===== src/rtl/layer_output_router_pkg.sv =====
// Shared types for the layer output router: layer modes, FSM states and
// width helpers used by the port declarations.
package layer_output_router_pkg;

    typedef enum logic [0:0] {
        FULLY_CONVOL = 1'b0,
        POOLING      = 1'b1
    } layer_mode_e;

    typedef enum logic [1:0] {
        ROUTE  = 2'd0,
        DRAIN  = 2'd1,
        SWITCH = 2'd2
    } router_state_e;

    // Width of a destination index; never zero so a single-destination build still elaborates.
    function automatic int idx_width(input int n);
        return (n > 1) ? $clog2(n) : 1;
    endfunction

    // Request width carries one extra code point so an out-of-range mode_sel is representable.
    function automatic int req_width(input int n);
        return $clog2(n + 1);
    endfunction

endpackage


===== src/rtl/layer_output_router_sync_fifo.sv =====
// Single-clock FIFO holding the beats waiting to be routed.
// Pushes while full and pops while empty are ignored.
module sync_fifo #(
    parameter int DATA_WIDTH = 32,
    parameter int FIFO_DEPTH = 4
) (
    input  logic                  clk,
    input  logic                  rst_n,
    input  logic                  push,
    input  logic                  pop,
    input  logic [DATA_WIDTH-1:0] wr_data,
    output logic [DATA_WIDTH-1:0] rd_data,
    output logic                  full,
    output logic                  empty
);

    localparam int AW = $clog2(FIFO_DEPTH);

    logic [DATA_WIDTH-1:0] mem_q [FIFO_DEPTH];
    logic [AW-1:0]         wr_ptr_q, wr_ptr_d;
    logic [AW-1:0]         rd_ptr_q, rd_ptr_d;
    logic [AW:0]           count_q, count_d;
    logic                  do_push, do_pop;

    always_comb begin
        full     = (count_q == (AW+1)'(FIFO_DEPTH));
        empty    = (count_q == '0);
        do_push  = push && !full;
        do_pop   = pop && !empty;
        wr_ptr_d = wr_ptr_q;
        rd_ptr_d = rd_ptr_q;
        count_d  = count_q;
        if (do_push) wr_ptr_d = wr_ptr_q + AW'(1);
        if (do_pop)  rd_ptr_d = rd_ptr_q + AW'(1);
        if (do_push && !do_pop)      count_d = count_q + (AW+1)'(1);
        else if (!do_push && do_pop) count_d = count_q - (AW+1)'(1);
        rd_data = mem_q[rd_ptr_q];
    end

    always_ff @(posedge clk or negedge rst_n) begin
        if (!rst_n) begin
            wr_ptr_q <= '0;
            rd_ptr_q <= '0;
            count_q  <= '0;
        end else begin
            wr_ptr_q <= wr_ptr_d;
            rd_ptr_q <= rd_ptr_d;
            count_q  <= count_d;
        end
    end

    // Storage is not reset: the head is only observed while the FIFO is non-empty.
    always_ff @(posedge clk) begin
        if (do_push) mem_q[wr_ptr_q] <= wr_data;
    end

endmodule


===== src/rtl/layer_output_router.sv =====
// Routes buffered layer-output beats to the destination selected by the active
// layer mode; a mode change drains the buffer to the old destination first.
module layer_output_router
    import layer_output_router_pkg::*;
#(
    parameter int DATA_WIDTH = 32,
    parameter int NUM_DEST   = 2,
    parameter int FIFO_DEPTH = 4,
    parameter int CNT_WIDTH  = 16
) (
    input  logic                               clk,
    input  logic                               rst_n,
    input  logic [req_width(NUM_DEST)-1:0]     mode_sel,
    input  logic                               mode_load,
    output logic [idx_width(NUM_DEST)-1:0]     mode_active,
    output logic                               mode_busy,
    input  logic                               in_valid,
    output logic                               in_ready,
    input  logic [DATA_WIDTH-1:0]              in_data,
    output logic [NUM_DEST-1:0]                out_valid,
    input  logic [NUM_DEST-1:0]                out_ready,
    output logic [NUM_DEST*DATA_WIDTH-1:0]     out_data,
    output logic [NUM_DEST*CNT_WIDTH-1:0]      beat_cnt,
    output logic                               mode_err
);

    localparam int IDX_W = idx_width(NUM_DEST);
    localparam int SEL_W = req_width(NUM_DEST);

    router_state_e                        state_q, state_d;
    logic [IDX_W-1:0]                     active_q, active_d;
    logic [IDX_W-1:0]                     pending_q, pending_d;
    logic                                 err_q, err_d;
    logic                                 run_q, run_d;
    logic [NUM_DEST-1:0][CNT_WIDTH-1:0]   cnt_q, cnt_d;

    logic                  push, pop, full, empty, sel_ok;
    logic [DATA_WIDTH-1:0] head;

    sync_fifo #(
        .DATA_WIDTH (DATA_WIDTH),
        .FIFO_DEPTH (FIFO_DEPTH)
    ) u_fifo (
        .clk     (clk),
        .rst_n   (rst_n),
        .push    (push),
        .pop     (pop),
        .wr_data (in_data),
        .rd_data (head),
        .full    (full),
        .empty   (empty)
    );

    always_comb begin
        run_d     = 1'b1;
        state_d   = state_q;
        active_d  = active_q;
        pending_d = pending_q;
        err_d     = err_q;
        cnt_d     = cnt_q;
        out_valid = '0;
        out_data  = '0;

        // run_q holds in_ready low through reset and releases it one edge later.
        in_ready  = run_q && (state_q == ROUTE) && !full;
        push      = in_valid && in_ready;
        sel_ok    = (mode_sel < SEL_W'(NUM_DEST));

        for (int d = 0; d < NUM_DEST; d++) begin
            if (!empty && (active_q == IDX_W'(d))) begin
                out_valid[d]                         = 1'b1;
                out_data[d*DATA_WIDTH +: DATA_WIDTH] = head;
            end
            if (out_valid[d] && out_ready[d] && (cnt_q[d] != '1))
                cnt_d[d] = cnt_q[d] + CNT_WIDTH'(1);
        end
        pop = |(out_valid & out_ready);

        case (state_q)
            ROUTE: begin
                if (mode_load) begin
                    if (!sel_ok) begin
                        err_d = 1'b1;
                    end else begin
                        pending_d = IDX_W'(mode_sel);
                        state_d   = (empty && !push) ? SWITCH : DRAIN;
                    end
                end
            end
            DRAIN: begin
                if (empty) state_d = SWITCH;
            end
            SWITCH: begin
                active_d = pending_q;
                cnt_d    = '0;
                state_d  = ROUTE;
            end
            default: state_d = ROUTE;
        endcase

        mode_busy   = (state_q != ROUTE);
        mode_active = active_q;
        mode_err    = err_q;
        beat_cnt    = cnt_q;
    end

    always_ff @(posedge clk or negedge rst_n) begin
        if (!rst_n) begin
            state_q   <= ROUTE;
            active_q  <= '0;
            pending_q <= '0;
            err_q     <= 1'b0;
            run_q     <= 1'b0;
            cnt_q     <= '0;
        end else begin
            state_q   <= state_d;
            active_q  <= active_d;
            pending_q <= pending_d;
            err_q     <= err_d;
            run_q     <= run_d;
            cnt_q     <= cnt_d;
        end
    end

endmodule

===== config.mk =====
export PLATFORM = sky130hd
export DESIGN_NAME = layer_output_router
export DESIGN_NICKNAME = d
export VERILOG_FILES = /design/src/rtl/layer_output_router_pkg.sv /design/src/rtl/layer_output_router_sync_fifo.sv /design/src/rtl/layer_output_router.sv
export SDC_FILE = /design/constraint.sdc
export NUM_CORES = 1
export LEC_CHECK = 0
export BUFFER_PORTS_ARGS = -buffer_cell sky130_fd_sc_hd__buf_4
export CAP_MARGIN = 20
export CORE_MARGIN = 10
export CORE_UTILIZATION = 30
export DETAILED_ROUTE_END_ITERATION = 6
export PLACE_DENSITY = 0.59
export SYNTH_ARGS = -nofsm -noshare
export SYNTH_HDL_FRONTEND = slang
export SYNTH_SLANG_ARGS = --single-unit

===== constraint.sdc =====
create_clock -name clk -period 4.98 [get_ports clk]
set_input_delay 0.249 -clock clk [delete_from_list [all_inputs] [get_ports clk]]
set_output_delay 0.249 -clock clk [all_outputs]
set_load 0.02 [all_outputs]

==> flow_summary.toml <==
[layout]
syn_to_final_growth_pct = 28.48
layout.cells.non_filler = 1006
n_antenna_cell = 0
utilization_pct = 38.89
drive_gt1_share_pct = 32.99
final_nets = 711
num-fill-cells = 2396

[route]
wl_per_cell_um = 18.56
first_iter_violations = 382
vias_per_cell = 4.860
ant_nets = 0
first_pass_iters = 4
vias = 4889
wl_um = 18670
drcViolationCount = 0

[sta]
relSlewSlack_pct = 36.29
finalSetupTns_ps = 0
grt_setup_unrepaired = "no"
drv_slew = 0
fin_crit_sh_pct = 55.97
finalWorstSetupSlack_ps = 2193
fmax_ghz = 0.3588
tightestPinTransition_ps = 955.7
fin_crit_ps = 2787
hold_viol = 0
setup_viol = 0
clock_skew_ps = 13.71

[hold_path]
hold_depth = 1
hold_path_class = "in -> reg"

[clocking]
cts_tree = "done"
h-tree-depth = 4
cts_root_buf = "clkbuf_16"
clkTransAtPathRegs_ps = 80
ctsLongestPathBuffers = 2
numClockSinks = 173
cts_resized = 0
clkLatencyLatePin_ps = 430
tritoncts.num_buffers = 17

[floorplanning]
start_util_pct = 30.26
die_x_um = 178.9
core_area_mm2 = 0.02504
die-area_mm2 = 0.03201
rows = 58
die_h_um = 178.9
ioPinCount = 142

[run]
cap_violations = 0

[global_route]
grt_usage_pct = 11.99
grt_pass1_vias = 5093
grt_overflow = 0
grt_first_pass_wirelength_um = 29350
grt_max_degree = 46
grt_antenna_before_repair = 0

[placement]
dpl.hpwl_um = 12250
pre_cts_slack_ps = 2563
placed_cells = 958
place_congestion = 0.7594
portBuffers = 141

[synthesis]
netlist_instances = 512
syn_area_per_cell_um2 = 14.80
yosys_warnings = 0
synth_cell_type_count = 46
syn_area_mm2 = 0.007577
yosys.area.top_type = "edfxtp_1"
synth_edf_count = 128
ys.flop_type = "edfxtp_1"
yosys_register_bits = 173
synthArstFlopShare_pct = 26.01
synth.top_cells.by_area = "edfxtp_1, dfrtp_1, mux4_2, and2_1, and3_1"
synth_top_area_share_pct = 50.73
ys_seq_area_share_pct = 65.59
synthesis.nets = 560

[worst_setup_path]
reg2regPathDepth = 8
crit_slowest_cell = "dfrtp_2"
slowest_delay_ps = 670
start_kind = "register"
worstPathCellList = "buf_4 > mux4_2 > and3_1 > buf_4"
path_class = "reg -> out"
path_max_fanout = 21
cp_common_cell = "buf_4"
worst_ep_arrival_time_ps = 2540
end_kind = "output port"
cp_data_required_time_ps = 4730

[status]
outcome = "finished clean"

[pwr]
vdd_drop_max_mv = 0.3254
powerDensity_mw_per_mm2 = 560.9
leakage_uw = 0.003763
## per-stage QoR
step                hold slack, ps  total power (µW)  area (µm²)
floorplan                   -46.59              3266        7577
global placement             310.6              4178        8979
detailed placement           311.7              4192        8979
CTS                         0.1832              5555        9676
global route                0.3001              5789        9736
finish                       22.88              5461        9736
## logic make-up after synthesis
logic type / Yosys count / synth area share, %
xor gates and xnor gates: 6 / 0.6937
muxes: 39 / 10.47
adders and majority gates: 8 / 1.420
and+or+nand+nor: 184 / 14.18
buffers and inverters: 39 / 2.080
AOI/OAI and AO/OA: 62 / 5.515
other: 1 / 0.04949
DFF: 173 / 65.59
## per-layer routing
| layer | wire, µm | share of wire (%) | up-vias | global-route usage (%) |
|---|---|---|---|---|
| li1 | - | - | 2303 | - |
| met1 | 8248 | 44 | 2443 | 15.39 |
| met2 | 8883 | 48 | 136 | 18.70 |
| met3 | 1447 | 7.7 | 7 | 4.486 |
| met4 | 93 | 0.50 | 0 | 3.100 |
| met5 | 0 | 0 | - | 0 |
## final timing paths
path | start | to | slack, ps
max in group asynchronous | rst_n | u_fifo.rd_ptr_q[0] | 4140
min reg2reg | mode_err | mode_err | 470
min in group asynchronous | rst_n | beat_cnt[11] | 380
max | u_fifo.rd_ptr_q[0] | out_data[38] | 2190
min | in_data[16] | u_fifo.mem_q[3][16] | 20
max reg2reg | mode_active | u_fifo.count_q[1] | 2590
## cells in the mapped netlist, types with 3 or more instances
cell,n
nand3_1,13
nor3_1,4
ha_1,7
dfrtp_1,45
buf_2,9
mux2i_1,5
a21oi_1,23
or3_1,9
inv_1,6
a31oi_1,3
xor2_1,3
o31ai_1,13
nand2b_1,8
nand2_1,30
clkbuf_1,22
a41o_1,3
nor4_1,4
or4_1,14
nor2b_1,3
nor2_1,8
o21ai_1,7
nand4_1,7
and3_1,37
and4_1,5
xnor2_1,3
mux4_2,32
and2_1,39
edfxtp_1,128
## report_power, final
group          internal, µW  leakage, µW  total (µW)  switching, µW
registers              1730      0.00174        1890            164
clock network           716     0.000282        1340            626
logic                   985      0.00174        2230           1240
## cells in the final DEF, fill, tap and decap left out, types with 4 or more instances in the layout
cell type / n
nand2_1: 30
or3_1: 9
and3_1: 37
nand2b_1: 8
or4_1: 14
nor2_1: 7
dfrtp_1: 44
ha_1: 7
o21ai_1: 7
dlygate4sd3_1: 16
o31ai_1: 13
and4_1: 5
mux2i_1: 5
and2_1: 35
clkbuf_16: 17
nand4_1: 7
edfxtp_1: 128
buf_4: 148
a21oi_1: 23
mux4_2: 32
inv_1: 6
inv_8: 5
and2_2: 4
nand3_1: 13
nor4_1: 4
nor3_1: 4
## what timing repair did
item / in CTS / in global routing
buffers inserted: 0 / 0
hold buffers: 10 / 6
hold endpoints to repair: 72 / 19
endpoints found under the setup margin: 0 / 0
## critical path, delay by kind of cell (launching register included)
family        cells  cell delay [ps]
flops             1              670
buf+inv           2              620
mux               1              600
simple gates      1              210
## layout make-up
class | instances | area [µm²] | area share (%)
clock inverters | 15 | 171.4 | 1.761
clock buffers | 17 | 425.4 | 4.370
flip-flops and latches | 173 | 4971 | 51.06
inverters | 7 | 26.28 | 0.2699
repair buffers | 164 | 1271 | 13.06
well taps | 330 | 412.9 | 4.241
multi-input cells | 300 | 2457 | 25.24
## registers in the layout, indices dropped and copies added (netlist names)
register         cells
u_fifo.count_q       3
u_fifo.rd_ptr_q      2
mode_active          1
pending_q            1
u_fifo.mem_q       128
u_fifo.wr_ptr_q      2
state_q              2
run_q                1
beat_cnt            32
mode_err             1
Note: power is estimated with default switching activity, not from simulation.
